`src/rtl/rgb_to_ycbcr_pkg.sv`:
```
// rtl/rgb_to_ycbcr_pkg.sv - BT.601 coefficients, offsets and packing modes for rgb_to_ycbcr
package rgb_to_ycbcr_pkg;

  localparam int PIPE_LAT = 3;

  // Q8 coefficients; each row sums to 256 so every result stays within 8 bits
  localparam logic [7:0] COEF_Y_R  = 8'd77;
  localparam logic [7:0] COEF_Y_G  = 8'd150;
  localparam logic [7:0] COEF_Y_B  = 8'd29;
  localparam logic [7:0] COEF_CB_R = 8'd43;
  localparam logic [7:0] COEF_CB_G = 8'd85;
  localparam logic [7:0] COEF_CB_B = 8'd128;
  localparam logic [7:0] COEF_CR_R = 8'd128;
  localparam logic [7:0] COEF_CR_G = 8'd107;
  localparam logic [7:0] COEF_CR_B = 8'd21;

  localparam logic [15:0] CHROMA_OFFSET = 16'd32768;

  localparam int OUT_MODE_GRAY  = 0;
  localparam int OUT_MODE_YCBCR = 1;

  typedef struct packed {
    logic vsync;
    logic href;
    logic clken;
  } sync_t;

  function automatic logic [15:0] mul8(input logic [7:0] a, input logic [7:0] k);
    return {8'd0, a} * {8'd0, k};
  endfunction

endpackage

```
`src/rtl/sync_delay.sv`:
```
// rtl/sync_delay.sv - N-stage shift register for the frame sync bundle
module sync_delay #(
  parameter int N = 3,
  parameter int W = 3
) (
  input  logic         clk,
  input  logic         rst_n,
  input  logic [W-1:0] din,
  output logic [W-1:0] dout
);

  logic [W-1:0] stage [N];

  always_ff @(posedge clk or negedge rst_n) begin
    if (!rst_n) begin
      for (int i = 0; i < N; i++) stage[i] <= '0;
    end else begin
      stage[0] <= din;
      for (int i = 1; i < N; i++) stage[i] <= stage[i-1];
    end
  end

  assign dout = stage[N-1];

endmodule

```
`src/rtl/rgb_to_ycbcr.sv`:
```
// rtl/rgb_to_ycbcr.sv - 3-stage RGB888 to BT.601 YCbCr converter with aligned frame sync
module rgb_to_ycbcr
  import rgb_to_ycbcr_pkg::*;
#(
  parameter int OUT_MODE = OUT_MODE_GRAY
) (
  input  logic        sys_clk,
  input  logic        sys_rst_n,
  input  logic        per_frame_vsync,
  input  logic        per_frame_href,
  input  logic        per_frame_clken,
  input  logic [23:0] pix_data_in,
  output logic [23:0] gray_data,
  output logic        post_frame_vsync,
  output logic        post_frame_href,
  output logic        post_frame_clken
);

  logic [7:0] r, g, b;
  assign b = pix_data_in[23:16];
  assign g = pix_data_in[15:8];
  assign r = pix_data_in[7:0];

  logic [15:0] y_r_p, y_g_p, y_b_p;
  logic [15:0] cb_r_p, cb_g_p, cb_b_p;
  logic [15:0] cr_r_p, cr_g_p, cr_b_p;
  logic [15:0] y_sum, cb_sum, cr_sum;
  logic [7:0]  y_q, cb_q, cr_q;

  always_ff @(posedge sys_clk or negedge sys_rst_n) begin
    if (!sys_rst_n) begin
      y_r_p  <= '0;
      y_g_p  <= '0;
      y_b_p  <= '0;
      cb_r_p <= '0;
      cb_g_p <= '0;
      cb_b_p <= '0;
      cr_r_p <= '0;
      cr_g_p <= '0;
      cr_b_p <= '0;
    end else begin
      y_r_p  <= mul8(r, COEF_Y_R);
      y_g_p  <= mul8(g, COEF_Y_G);
      y_b_p  <= mul8(b, COEF_Y_B);
      cb_r_p <= mul8(r, COEF_CB_R);
      cb_g_p <= mul8(g, COEF_CB_G);
      cb_b_p <= mul8(b, COEF_CB_B);
      cr_r_p <= mul8(r, COEF_CR_R);
      cr_g_p <= mul8(g, COEF_CR_G);
      cr_b_p <= mul8(b, COEF_CR_B);
    end
  end

  // Positive term plus offset first: it never exceeds 65408 and always covers
  // the two subtracted products, so 16-bit arithmetic neither wraps nor underflows.
  always_ff @(posedge sys_clk or negedge sys_rst_n) begin
    if (!sys_rst_n) begin
      y_sum  <= '0;
      cb_sum <= '0;
      cr_sum <= '0;
    end else begin
      y_sum  <= y_r_p + y_g_p + y_b_p;
      cb_sum <= cb_b_p + CHROMA_OFFSET - cb_r_p - cb_g_p;
      cr_sum <= cr_r_p + CHROMA_OFFSET - cr_g_p - cr_b_p;
    end
  end

  always_ff @(posedge sys_clk or negedge sys_rst_n) begin
    if (!sys_rst_n) begin
      y_q  <= '0;
      cb_q <= '0;
      cr_q <= '0;
    end else begin
      y_q  <= y_sum[15:8];
      cb_q <= cb_sum[15:8];
      cr_q <= cr_sum[15:8];
    end
  end

  logic unused_frac;
  assign unused_frac = ^{y_sum[7:0], cb_sum[7:0], cr_sum[7:0]};

  sync_t sync_in, sync_out;
  assign sync_in = '{vsync: per_frame_vsync, href: per_frame_href, clken: per_frame_clken};

  sync_delay #(
    .N (PIPE_LAT),
    .W ($bits(sync_t))
  ) u_sync_delay (
    .clk   (sys_clk),
    .rst_n (sys_rst_n),
    .din   (sync_in),
    .dout  (sync_out)
  );

  assign post_frame_vsync = sync_out.vsync;
  assign post_frame_href  = sync_out.href;
  assign post_frame_clken = sync_out.clken;

  logic [23:0] packed_pix;
  generate
    if (OUT_MODE == OUT_MODE_YCBCR) begin : g_ycbcr
      assign packed_pix = {y_q, cb_q, cr_q};
    end else begin : g_gray
      assign packed_pix = {y_q, y_q, y_q};
    end
  endgenerate

  assign gray_data = (sync_out.href && sync_out.clken) ? packed_pix : 24'h000000;

endmodule

```
`config.mk`:
```
export PLATFORM = sky130hd
export DESIGN_NAME = rgb_to_ycbcr
export DESIGN_NICKNAME = d
export VERILOG_FILES = /design/src/rtl/rgb_to_ycbcr_pkg.sv /design/src/rtl/sync_delay.sv /design/src/rtl/rgb_to_ycbcr.sv
export SDC_FILE = /design/constraint.sdc
export NUM_CORES = 1
export LEC_CHECK = 0
export CORE_MARGIN = 5
export CORE_UTILIZATION = 53
export CTS_CLUSTER_DIAMETER = 30
export DETAILED_ROUTE_END_ITERATION = 10
export GPL_TIMING_DRIVEN = 1
export PLACE_DENSITY_LB_ADDON = 0.1
export SYNTH_ARGS = -nofsm -noshare
export SYNTH_HDL_FRONTEND = slang
export SYNTH_SLANG_ARGS = --single-unit
```
`constraint.sdc`:
```
create_clock -name sys_clk -period 2.17 [get_ports sys_clk]
set_clock_uncertainty 0.05 [all_clocks]
set_input_delay 0.3255 -clock sys_clk [delete_from_list [all_inputs] [get_ports sys_clk]]
set_output_delay 0.3255 -clock sys_clk [all_outputs]
set_load 0.01 [all_outputs]
```
==> results_dict.tcl, run 1 <==
set metrics [dict create \
    synthTopCellsByArea "dfrtp_1 31%, ha_1 26%, fa_1 14%" \
    yosysTopAreaCell "dfrtp_1" \
    synthCells 488 \
    avgSynthCellArea_um2 11.1 \
    fp-row-count 37 \
    tightestPinTransition_ps 734 \
    synth-async-reset-ratio_pct 100 \
    slowest_delay_ps 500 \
    cp-end-kind "flop" \
    area_growth_pct 50.6 \
    powerDensity_nw_per_um2 1360 \
    hpwl_mm 8.77 \
    whs_path_depth 2 \
    wirelength_mm 11.9 \
    synth.distinct_cells 45 \
    critPathMaxFanout 3 \
    ys_ff_latch 68 \
    switchingPower_mw 4.34 \
    arrival_ps 3220 \
    yosys_most_used_dff "dfrtp_1" \
    worst_path_max_delay_cell "fa_1" \
    slew_headroom_pct 51.1 \
    irDropWorstVdd_mv 0.722 \
    rr_worst_depth 8 \
    syn_area_um2 5440 \
    p_seq_share_pct 18.1 \
    num_io_pins 56 \
    syn_nets 668 \
    drive_above_1_share_pct 44.7 \
    dieArea_um2 12400 \
    grt_util_all_layers_pct 19.5 \
    fin_crit_sh_pct 139 \
    criticalPathCategory "primary input to flop" \
    wl_per_cell_um 14.8 \
    grt_max_degree 36 \
    grt_pass1_vias 4512 \
    start_kind "primary input" \
    diodes 0 \
    clock-sinks 68 \
    status "complete, but fails checks" \
    portBuffers 55 \
    power.total_mw 11.1 \
    switching_share_pct 39.0 \
    dieHeight_um 111 \
    via_per_inst 5.10 \
    fin_crit_ps 3010 \
    ys.warnings.count 0 \
    synth.top_cell.area_share_pct 31.3 \
    h-tree-depth 3 \
    clock_latency_ps 340 \
    rsz0062_at_grt "yes" \
    ant_nets 0 \
    start_util_pct 53.4 \
    clkTransAtPathRegs_ps 80 \
    nets 841 \
    cts_root_buf "clkbuf_8" \
    overflow 0 \
    cts_tree "done" \
    power_frac_comb_pct 72.4 \
    critical_path_required_ps 2380 \
    cts_buffers 9 \
    antenna_found_initial 0 \
    timing.critical_path.mode_cell "ha_4" \
    place_congestion 0.791 \
    cts_buffer_depth 2 \
    hold_path.class "primary input to flop" \
    route.vias.total 4092 \
    drv_slew 0 \
    setup_ws_ps -840 \
    coreArea_um2 10200 \
    route.detailed.drc 0 \
    max_freq_ghz 0.332 \
    violations "negative setup slack" \
    dr.pass1.iters 4 \
    clock_power_share_pct 9.6 \
    drtIter0Drc 74 \
    die_x_um 111 \
    yosysSeqAreaShare_pct 31.3 \
    grt_pass1_wl_mm 19.9 \
    internal_power_mw 6.78 \
    drv_cap 0 \
    setup_violations 32 \
    leakagePower_nw 3.95 \
    hold_viol_final 0 \
    final_util_pct 80.4 \
    synth-edff-count 0 \
    worstPathCellList "buf_6 -> ha_4 -> ha_4 -> inv_2 -> fa_1 -> fa_1 -> inv_2 -> ha_4 -> a21oi_4 -> o21ai_4 -> o31ai_4 -> or4b_1 -> o211ai_1" \
]
-- kinds of logic (layout without fill, tap and decap cells) --
logic type | count (synthesis) | in the layout | synth area share [%]
AO/OA/AOI/OAI | 72 | 72 | 9.11
XOR/XNOR | 31 | 31 | 4.99
adder cells (fa/ha/maj) | 151 | 151 | 40.0
buffers and inverters | 93 | 271 | 7.59
flip-flops | 68 | 68 | 31.3
multiplexers | 2 | 2 | 0.391
AND/OR/NAND/NOR | 71 | 71 | 6.65
-- critical path, delay by kind of cell --
kind	cells	cell delay [ps]
buffers and inverters	3	180
adder cells (fa/ha/maj)	5	1710
AND/OR/NAND/NOR	1	450
AO/OA/AOI/OAI	4	560
-- cells in the mapped netlist, types with 2 or more instances --
cell	n
dfrtp_1	68
nor4_1	2
nand2b_1	3
o21ai_1	9
xnor2_1	22
and3_1	10
fa_1	38
a21oi_2	2
nand3_1	4
nor3_1	7
inv_1	74
nand2_1	11
ha_1	113
or3_1	3
buf_4	17
a31oi_1	2
o211ai_1	2
o21bai_1	3
xor2_1	9
a211oi_1	2
a21oi_1	18
nor2_1	19
a21boi_1	3
inv_2	2
nand4_1	3
nor2b_1	6
o21ai_0	4
o21a_1	3
a21o_1	13
-- registers in the layout, summed over array words and instances (netlist names) --
name and count:
u_sync_delay.dout 3, u_sync_delay.stage 6, y_sum 8, y_r_p 15, y_b_p 13, y_g_p 15
y_q 8
-- power by group through the flow --
| stage | logic (mW) | registers [mW] | clock network, mW |
|---|---|---|---|
| floorplan | 4.00 | 1.96 | 0 |
| global placement | 5.91 | 2.03 | 0 |
| detailed placement | 6.15 | 2.03 | 0 |
| CTS | 6.85 | 2.02 | 1.09 |
| global route | 8.82 | 2.07 | 1.14 |
| finish | 8.05 | 2.01 | 1.07 |
-- final timing paths --
check	start	slack [ps]	end
worst max register to register	y_r_p[5]$_DFF_PN0_	-290	y_sum[13]$_DFF_PN0_
worst max-delay path	pix_data_in[5]	-840	y_r_p[12]$_DFF_PN0_
min in group asynchronous	sys_rst_n	530	y_r_p[1]$_DFF_PN0_
worst min-delay path	pix_data_in[16]	180	y_b_p[0]$_DFF_PN0_
worst min register to register	y_sum[12]$_DFF_PN0_	300	y_q[4]$_DFF_PN0_
max in group asynchronous	sys_rst_n	910	u_sync_delay.dout[0]$_DFF_PN0_
-- routing by layer --
layer,global-route usage (%),vias to the layer above,wire (µm)
li1,-,1986,-
met1,23.1,2021,4800
met2,36.2,65,6500
met3,2.67,20,288
met4,6.33,0,287
met5,0,-,0
-- cell usage in the layout, fill, tap and decap left out, types with 4 or more instances in the layout --
cell type / n
buf_4: 105
ha_1: 69
dfrtp_1: 68
inv_1: 51
ha_4: 42
fa_1: 36
clkdlybuf4s50_1: 31
inv_2: 23
buf_6: 23
a21o_1: 13
xnor2_1: 12
nor2_1: 11
and3_1: 10
xnor2_2: 10
nand2_1: 9
clkbuf_8: 9
o21ai_2: 8
nor2_2: 7
a21oi_2: 7
a21oi_4: 7
buf_2: 7
a21oi_1: 6
xor2_1: 6
nor3_1: 5
nand3_1: 4
dlygate4sd2_1: 4
-- layout make-up --
| class | instances | area (µm²) |
|---|---|---|
| multi-input combinational | 327 | 4290 |
| fill | 603 | 1990 |
| sequential | 68 | 1700 |
| timing repair buffer | 179 | 1530 |
| inverter | 76 | 292 |
| tap | 136 | 170 |
| clock buffer | 9 | 124 |
| clock inverter | 7 | 82.6 |
-- repair_timing --
item	4_1_cts	5_1_grt
endpoints found under the hold margin	16	0
pin swaps	80	66
hold buffers	1	0
resized for setup	145	70
setup buffers	17	13
setup endpoints to repair	39	34
-- metrics by stage --
| step | worst slack (ps) | hold slack [ps] | cell area, µm² | instances | TNS, ps |
|---|---|---|---|---|---|
| after floorplan | -1020 | -20.1 | 5730 | 488 | -14110 |
| after global placement | -1600 | 282 | 7120 | 767 | -36690 |
| after detailed placement | -1680 | 285 | 7120 | 767 | -38390 |
| after CTS | -818 | 163 | 7800 | 797 | -13960 |
| after global routing | -885 | 169 | 8190 | 802 | -17260 |
| final | -840 | 177 | 8190 | 802 | -15340 |
Power figures use the tool's default switching activity.
==> run 2: changes to the inputs <==
--- a/config.mk
+++ b/config.mk
@@ -6,7 +6,7 @@
 export NUM_CORES = 1
 export LEC_CHECK = 0
 export CORE_MARGIN = 5
-export CORE_UTILIZATION = 53
+export CORE_UTILIZATION = 63
 export CTS_CLUSTER_DIAMETER = 30
 export DETAILED_ROUTE_END_ITERATION = 10
 export GPL_TIMING_DRIVEN = 1
==> constraint.sdc (replaced) <==
create_clock -name sys_clk -period 3.9 [get_ports sys_clk]
set_clock_uncertainty 0.05 [all_clocks]
set_input_delay 0.585 -clock sys_clk [delete_from_list [all_inputs] [get_ports sys_clk]]
set_output_delay 0.585 -clock sys_clk [all_outputs]
set_load 0.01 [all_outputs]
==> results_dict.tcl, run 2 (same netlist as run 1, synthesis figures left out) <==
set metrics [dict create \
    grt_pass1_wl_mm 17.4 \
    hold_path.class "flop to flop" \
    via_per_inst 5.33 \
    cp-end-kind "flop" \
    hpwl_mm 8.50 \
    instances_no_fill 691 \
    clock-sinks 68 \
    setup_violations 0 \
    overflow 0 \
    place_congestion 0.803 \
    dr.pass1.iters 4 \
    wl_per_cell_um 14.5 \
    critical_path_required_ps 4120 \
    drv_slew 0 \
    grt_pass1_vias 4021 \
    cts_root_buf "clkbuf_8" \
    setup_ws_ps 108 \
    power.total_mw 4.45 \
    start_util_pct 65.5 \
    route.vias.total 3683 \
    slew_headroom_pct 43.6 \
    top_regs "y_g_p (15), y_r_p (15), y_b_p (13)" \
    diodes 0 \
    cts_buffer_depth 2 \
    pre_cts_slack_ps -324 \
    num_io_pins 56 \
    wl_met1_mm 4.23 \
    die_x_um 103 \
    arrival_ps 4010 \
    cts_buffers 9 \
    drv_cap 0 \
    criticalPathCategory "primary input to flop" \
    fp-row-count 33 \
    critPathMaxFanout 3 \
    grt_util_all_layers_pct 21.3 \
    dp_cells 675 \
    status "finished, final reports clean" \
    met3_length_um 310 \
    powerDensity_nw_per_um2 677 \
    met2_length_mm 5.31 \
    grt_max_degree 40 \
    tightestPinTransition_ps 846 \
    nets 761 \
    final_cell_mix "112 x ha_1, 74 x inv_1, 68 x dfrtp_1, 54 x clkdlybuf4s50_1, 44 x buf_4" \
    clock_latency_ps 340 \
    layout_commonest_cell "ha_1" \
    cts_tree "done" \
    leakagePower_nw 3.39 \
    fin_crit_ps 3790 \
    hold_viol_final 0 \
    fin_crit_sh_pct 97.2 \
    coreArea_um2 8300 \
    rsz0062_at_grt "no" \
    area_growth_pct 20.8 \
    top_layer "met4" \
    max_freq_ghz 0.264 \
    rrSetupSlack_ps 1300 \
    h-tree-depth 3 \
    route.detailed.drc 0 \
    ant_nets 0 \
    drtIter0Drc 66 \
    start_kind "primary input" \
    clkTransAtPathRegs_ps 80 \
    dieHeight_um 103 \
    portBuffers 55 \
    dieArea_um2 10600 \
    post_cts_buffers 0 \
    irDropWorstVdd_mv 0.390 \
    drive_above_1_share_pct 12.6 \
    antenna_found_initial 0 \
    wirelength_mm 10.0 \
]
[run 2: cell count changes in the layout (fill, tap and decap cells not counted), sizes merged, moves of 2 or more]
cell           before  now
clkinv              0    2
clkdlybuf4s15       2    0
buf               138   45
clkdlybuf4s50      31   54
clkbuf             11    9
dlygate4sd2         4    0
clkinvlp            3    1
[run 2: final timing paths]
kind                                startpoint  depth (start not counted)             endpoint
max in group asynchronous            sys_rst_n                          2     y_q[1]$_DFF_PN0_
hold reg to reg            y_sum[15]$_DFF_PN0_                          0     y_q[7]$_DFF_PN0_
setup / recovery               pix_data_in[12]                         13  y_g_p[12]$_DFF_PN0_
hold / removal             y_sum[15]$_DFF_PN0_                          0     y_q[7]$_DFF_PN0_
setup reg to reg           y_r_p[11]$_DFF_PN0_                          8  y_sum[15]$_DFF_PN0_
min in group asynchronous            sys_rst_n                          1   y_r_p[6]$_DFF_PN0_
[run 2: repair_timing]
| item | in CTS | in global routing |
|---|---|---|
| hold buffers | 0 | 0 |
| resized for setup | 0 | 6 |
| endpoints found under the hold margin | 0 | 0 |
| setup endpoints to repair | 0 | 5 |
[run 2: layout make-up]
class	instances	area [µm²]
Clock inverter	7	98.8
Fill cell	512	1730
Multi-Input combinational cell	327	3350
Clock buffer	9	124
Tap cell	105	131
Sequential cell	68	1700
Inverter	76	285
Timing Repair Buffer	99	876
[run 2: per-layer routing]
layer / track usage (%) / vias up
li1: - / 1822
met1: 25.2 / 1782
met2: 38.7 / 62
met3: 3.72 / 17
met4: 7.77 / 0
met5: 0 / -
[run 2: power breakdown]
| group | total [mW] | switching, mW | internal [mW] | leakage [nW] |
|---|---|---|---|---|
| clock | 0.636 | 0.272 | 0.364 | 0.110 |
| sequential | 1.12 | 0.126 | 0.993 | 0.796 |
| combinational | 2.70 | 1.37 | 1.33 | 2.48 |
[run 2: critical path, cell delays in order]
cell and delay (ps):
clkdlybuf4s50_1 420, ha_1 300, ha_1 280, inv_1 50, fa_1 500, fa_1 520
inv_1 40, ha_1 310, o21ai_2 80, nor2_1 60, a221o_1 340, or4_1 420
nand4_1 100
[run 2: through the flow]
step,util [%],hold WS (ps),setup TNS [ps],instance area (µm²)
6_report,79.2,294,0,6570
5_1_grt,79.2,295,0,6570
4_1_cts,78.8,294,0,6540
3_5_place_dp,76.1,285,-2520,6320
3_3_place_gp,76.1,282,-1260,6320
2_1_floorplan,-,239,0,5440
